## config.mk

```make
export PLATFORM = sky130hd
export DESIGN_NAME = multicycle_controller
export DESIGN_NICKNAME = d
export VERILOG_FILES = /design/src/rtl/multicycle_controller.sv
export SDC_FILE = /design/constraint.sdc
export NUM_CORES = 1
export LEC_CHECK = 0
export CORE_UTILIZATION = 35
export CTS_CLUSTER_DIAMETER = 100
export DETAILED_ROUTE_END_ITERATION = 8
export SLEW_MARGIN = 30
export SYNTH_ARGS = -nofsm -noshare
export SYNTH_HDL_FRONTEND = slang
export SYNTH_SLANG_ARGS = --single-unit
export TNS_END_PERCENT = 100
```

## constraint.sdc

```tcl
create_clock -name clk -period 3 [get_ports clk]
set_clock_uncertainty 0.2 [all_clocks]
set_input_delay 0.45 -clock clk [delete_from_list [all_inputs] [get_ports clk]]
set_output_delay 0.45 -clock clk [all_outputs]
set_load 0.03 [all_outputs]
```

## src/rtl/multicycle_controller.sv

```systemverilog
// Control FSM for the multi-cycle RV32I core: sequences each instruction over the
// shared ALU and unified memory, emits datapath selects, and counts retirements.
module multicycle_controller #(
   parameter bit MEM_HANDSHAKE = 1'b1,
   parameter int RET_CNT_W     = 32,
   parameter bit SUPPORT_BNE   = 1'b1
) (
   input  logic                 clk,
   input  logic                 rst_n,
   input  logic [6:0]           op,
   input  logic [2:0]           funct3,
   input  logic                 funct7b5,
   input  logic                 zero,
   input  logic                 mem_ready,
   output logic                 pc_write,
   output logic                 adr_src,
   output logic                 mem_write,
   output logic                 ir_write,
   output logic [1:0]           result_src,
   output logic [1:0]           alu_src_a,
   output logic [1:0]           alu_src_b,
   output logic [2:0]           imm_src,
   output logic                 reg_write,
   output logic [3:0]           alu_control,
   output logic                 illegal_instr,
   output logic                 instr_retired,
   output logic [RET_CNT_W-1:0] retired_count
);

   localparam logic [6:0] OP_LW    = 7'b0000011;
   localparam logic [6:0] OP_SW    = 7'b0100011;
   localparam logic [6:0] OP_R     = 7'b0110011;
   localparam logic [6:0] OP_I     = 7'b0010011;
   localparam logic [6:0] OP_BR    = 7'b1100011;
   localparam logic [6:0] OP_JAL   = 7'b1101111;
   localparam logic [6:0] OP_JALR  = 7'b1100111;
   localparam logic [6:0] OP_LUI   = 7'b0110111;
   localparam logic [6:0] OP_AUIPC = 7'b0010111;

   localparam logic [3:0] ALU_ADD  = 4'b0000;
   localparam logic [3:0] ALU_SUB  = 4'b0001;
   localparam logic [3:0] ALU_AND  = 4'b0010;
   localparam logic [3:0] ALU_OR   = 4'b0011;
   localparam logic [3:0] ALU_XOR  = 4'b0100;
   localparam logic [3:0] ALU_SLT  = 4'b0101;
   localparam logic [3:0] ALU_SLL  = 4'b0110;
   localparam logic [3:0] ALU_SRL  = 4'b0111;
   localparam logic [3:0] ALU_SRA  = 4'b1000;
   localparam logic [3:0] ALU_SLTU = 4'b1001;

   typedef enum logic [3:0] {
      S_FETCH, S_DECODE, S_MEMADR, S_MEMREAD, S_MEMWB, S_MEMWRITE,
      S_EXECR, S_EXECI, S_EXECU, S_ALUWB, S_BRANCH, S_JAL, S_JALR,
      S_JALR2, S_TRAP
   } state_t;

   state_t state;
   logic   jalr_link;   // JAL state entered from JALR2: link only, no PC write
   logic   mr;

   assign mr = MEM_HANDSHAKE ? mem_ready : 1'b1;

   function automatic logic [3:0] alu_dec(input logic [2:0] f3, input logic alt);
      logic [3:0] r;
      r = ALU_ADD;
      case (f3)
         3'b000: r = alt ? ALU_SUB : ALU_ADD;
         3'b001: r = ALU_SLL;
         3'b010: r = ALU_SLT;
         3'b011: r = ALU_SLTU;
         3'b100: r = ALU_XOR;
         3'b101: r = alt ? ALU_SRA : ALU_SRL;
         3'b110: r = ALU_OR;
         3'b111: r = ALU_AND;
         default: r = ALU_ADD;
      endcase
      return r;
   endfunction

   always_ff @(posedge clk) begin
      if (!rst_n) begin
         state         <= S_FETCH;
         jalr_link     <= 1'b0;
         retired_count <= '0;
      end else begin
         if (instr_retired)
            retired_count <= retired_count + RET_CNT_W'(1);
         case (state)
            S_FETCH:  if (mr) state <= S_DECODE;
            S_DECODE: begin
               case (op)
                  OP_LW, OP_SW:      state <= S_MEMADR;
                  OP_R:              state <= S_EXECR;
                  OP_I:              state <= S_EXECI;
                  OP_BR:             state <= S_BRANCH;
                  OP_JAL:            state <= S_JAL;
                  OP_JALR:           state <= S_JALR;
                  OP_LUI, OP_AUIPC:  state <= S_EXECU;
                  default:           state <= S_TRAP;
               endcase
            end
            S_MEMADR:   state <= (op == OP_LW) ? S_MEMREAD : S_MEMWRITE;
            S_MEMREAD:  if (mr) state <= S_MEMWB;
            S_MEMWB:    state <= S_FETCH;
            S_MEMWRITE: if (mr) state <= S_FETCH;
            S_EXECR, S_EXECI, S_EXECU: state <= S_ALUWB;
            S_ALUWB:    state <= S_FETCH;
            S_BRANCH:   state <= S_FETCH;
            S_JAL: begin
               state     <= S_ALUWB;
               jalr_link <= 1'b0;
            end
            S_JALR:     state <= S_JALR2;
            S_JALR2: begin
               state     <= S_JAL;
               jalr_link <= 1'b1;
            end
            S_TRAP:     state <= S_TRAP;
            default:    state <= S_TRAP;
         endcase
      end
   end

   always_comb begin
      pc_write      = 1'b0;
      adr_src       = 1'b0;
      mem_write     = 1'b0;
      ir_write      = 1'b0;
      result_src    = 2'b00;
      alu_src_a     = 2'b00;
      alu_src_b     = 2'b00;
      imm_src       = 3'b000;
      reg_write     = 1'b0;
      alu_control   = ALU_ADD;
      illegal_instr = 1'b0;
      instr_retired = 1'b0;
      case (state)
         S_FETCH: begin
            alu_src_b  = 2'b10;
            result_src = 2'b10;
            ir_write   = mr;
            pc_write   = mr;
         end
         S_DECODE: begin
            // branch target is precomputed here so BRANCH only needs the compare
            alu_src_a = 2'b01;
            alu_src_b = 2'b01;
            imm_src   = 3'b010;
         end
         S_MEMADR: begin
            alu_src_a = 2'b10;
            alu_src_b = 2'b01;
            imm_src   = (op == OP_LW) ? 3'b000 : 3'b001;
         end
         S_MEMREAD: adr_src = 1'b1;
         S_MEMWB: begin
            result_src    = 2'b01;
            reg_write     = 1'b1;
            instr_retired = 1'b1;
         end
         S_MEMWRITE: begin
            adr_src       = 1'b1;
            mem_write     = 1'b1;
            instr_retired = mr;
         end
         S_EXECR: begin
            alu_src_a   = 2'b10;
            alu_control = alu_dec(funct3, funct7b5);
         end
         S_EXECI: begin
            alu_src_a   = 2'b10;
            alu_src_b   = 2'b01;
            alu_control = alu_dec(funct3, (funct3 != 3'b000) && funct7b5);
         end
         S_EXECU: begin
            alu_src_a = (op == OP_LUI) ? 2'b11 : 2'b01;
            alu_src_b = 2'b01;
            imm_src   = 3'b100;
         end
         S_ALUWB: begin
            reg_write     = 1'b1;
            instr_retired = 1'b1;
         end
         S_BRANCH: begin
            // unsupported branch kinds fall through as a not-taken NOP
            alu_src_a     = 2'b10;
            alu_control   = ALU_SUB;
            instr_retired = 1'b1;
            case (funct3)
               3'b000:  pc_write = zero;
               3'b001:  pc_write = SUPPORT_BNE && !zero;
               default: pc_write = 1'b0;
            endcase
         end
         S_JAL: begin
            alu_src_a = 2'b01;
            alu_src_b = 2'b10;
            pc_write  = !jalr_link;
         end
         S_JALR: begin
            alu_src_a = 2'b10;
            alu_src_b = 2'b01;
         end
         S_JALR2:  pc_write = 1'b1;
         S_TRAP:   illegal_instr = 1'b1;
         default:  illegal_instr = 1'b1;
      endcase
   end

endmodule
```

==> flow_summary.json <==
{
  "end_kind": "output port",
  "synth.cell_area_um2": 2590,
  "diodes": 0,
  "fin_crit_ns": 2.85,
  "synthXorXnorAreaFrac_pct": 11.2,
  "required_ns": 2.35,
  "synthToLayoutAreaGrowth_pct": 35.3,
  "critPathMaxFanout": 7,
  "clk_pin_slew_ns": 0.07,
  "status": "completed",
  "cts-hold-fix-buffers": 0,
  "cts_resized": 0,
  "grt_pass1_wl_um": 10800,
  "ant_nets": 0,
  "path_common_cell": "clkdlybuf4s50_1",
  "drt_iter0_markers": 103,
  "io_pins": 67,
  "reg2reg_to": "retired_count[18]",
  "synth_edf_count": 0,
  "drt_first_pass_iters": 4,
  "synthArstFlopShare_pct": 0,
  "grtUsageTotal_pct": 17.7,
  "finalCritPeriodShare_pct": 95.1,
  "cts_sinks": 37,
  "setup_viol": 0,
  "clk_path_buf_depth": 2,
  "syn_nets": 332,
  "grt_pass1_vias": 2211,
  "cts_buffers": 5,
  "mostFrequentLayoutCells": "clkdlybuf4s50_1 (64), nor2_1 (45), dfxtp_1 (36)",
  "p_leak_nw": 1.07,
  "ys_ff_latch": 37,
  "io_buffers": 66,
  "setup_tns_ns": 0,
  "crit-reg2reg-launch": "state[3]",
  "synth_top_family_by_area": "simple AND/OR/NAND/NOR gates",
  "min_to": "retired_count[31]",
  "cts_setup_buffers": 0,
  "rrSetupSlack_ns": 0.57,
  "via_count": 2485,
  "syn_inst": 316,
  "synthTopCellsByArea": "dfxtp_1 (29%), xnor2_1 (11%), a2111oi_4 (9.6%)",
  "rows": 30,
  "hold_viol_final": 0,
  "crit_chain": "clkdlybuf4s50_1 -> xnor2_1 -> nor4_1 -> a21oi_1 -> nand2_1 -> clkdlybuf4s50_1",
  "critPathTopFamily": "buffers and inverters",
  "die_y_um": 88,
  "hpwlAfterDp_um": 4750,
  "ir_drop_mv": 0.367,
  "die_w_um": 88,
  "final_common_cell": "clkdlybuf4s50_1",
  "synth_seq_area_share_pct": 28.6,
  "hp-class": "reg2reg",
  "min_from": "retired_count[31]",
  "die_area_um2": 7740,
  "power.density_nw_per_um2": 662,
  "avgSynthCellArea_um2": 8.19,
  "cts-root-buf": "clkbuf_8",
  "holdPathStages": 2,
  "final_cells": 478,
  "cp.arrival_ns": 2.20,
  "startpoint_type": "input port",
  "grt.overflow.total": 0,
  "maxSlewHeadroom_pct": 63.5,
  "tightest_slew_ns": 0.534,
  "worst_hold_slack_ns": 0.322,
  "synth_mux_area_share_pct": 0,
  "yosys.area.top_type_share_pct": 28.6,
  "core_area_um2": 6980,
  "crit_path_top_delay_cell": "clkdlybuf4s50_1",
  "fmax_mhz": 350,
  "place.gp.congestion": 0.854,
  "num-nets-final": 397,
  "drv_slew": 0,
  "grt_setup_unrepaired": "false",
  "rr_worst_depth": 7,
  "yosys.area.top_type": "dfxtp_1",
  "slowest_delay_ns": 0.67,
  "path_class": "in2out",
  "drc_errors": 0,
  "synth_compound_area_share_pct": 26.7,
  "synth_cell_types": 51,
  "grt_max_degree": 32,
  "ys.flop_type": "dfxtp_1",
  "viasPerCell": 5.20,
  "cts.htree.levels": 2,
  "wire_per_inst_um": 13.8,
  "cts_tree": "yes",
  "max-cap-violations": 0,
  "start_util_pct": 37.1,
  "antenna_found_initial": 0,
  "drive_gt1_share_pct": 11.5,
  "crit_buf_inv": 2,
  "ys_warn_count": 0,
  "wl_um": 6600,
  "yosys.area_share.simple_pct": 26.8,
  "synthAdderAreaFrac_pct": 0.870,
  "clk_latency_ns": 0.30,
  "dp.cells": 470
}
==> power breakdown <==
group / internal, W / switching, W
clock: 0.000208 / 0.000182
combinational: 0.000522 / 0.000814
sequential: 0.000528 / 0.0000660
total: 0.00126 / 0.00106
==> synth_stat cells (all sizes together), types with 2 or more instances <==
master   instances
o311a            2
nand4            9
o21ai           12
and2             4
nand3           12
and3             2
xnor2           32
inv             10
nor2            45
nand2b           8
buf             11
nor4             2
or4              3
o22a             2
a2111oi         15
a31oi            2
nand2           24
a21oi           17
dfxtp           37
nor3            13
and4             5
nor2b            5
clkbuf          13
a211oi          12
==> tightest hold or removal path: stages (launching register included) <==
cell,delay (ns)
dfxtp_1,0.34
xnor2_1,0.08
nor2_1,0.07
==> kinds of logic after synthesis <==
logic type,after synthesis
compound gates,71
fa+ha+maj,2
flops,37
xor+xnor,33
simple gates,138
buf+inv,35
==> stage by stage <==
stage               total power, W  utilization [%]  instance area, um2  worst slack [ns]
finish                     0.00232             50.2                3500             0.147
global route               0.00246             50.2                3500            0.0147
CTS                        0.00233             50.1                3500            0.0422
detailed placement         0.00193             48.7                3400            0.0404
global placement           0.00194             48.7                3400            0.0660
floorplan                  0.00145                -                2590             0.520
==> routing by layer <==
| layer | share of wire [%] | vias to the layer above | GRT usage [%] |
|---|---|---|---|
| met3 | 4.1 | 8 | 4.05 |
| met5 | 0 | - | 0 |
| met4 | 0.83 | 0 | 3.87 |
| met2 | 46 | 40 | 28.1 |
| met1 | 49 | 1175 | 24.5 |
| li1 | - | 1262 | - |
==> how the worst max path moves through the flow <==
stage,from,endpoint,cells past startpoint
6_report,funct3[0],pc_write,6
5_1_grt,state[3],pc_write,6
4_1_cts,op[2],imm_src[0],5
3_5_place_dp,op[2],imm_src[0],5
3_3_place_gp,op[2],imm_src[0],5
2_1_floorplan,state[2],pc_write,5
==> layout make-up <==
type	count	area, um2
repair buffers	82	793
well taps	96	120
inverters	11	41.3
multi-input cells	244	1700
flip-flops and latches	37	742
fillers	714	3480
clock inverters	1	5.00
clock buffers	7	96.3
==> registers in the layout, summed over array words and instances, names as in the netlist <==
name / flops
jalr_link: 1
state: 4
retired_count: 32
No activity file was read; power rests on OpenSTA's default activity.
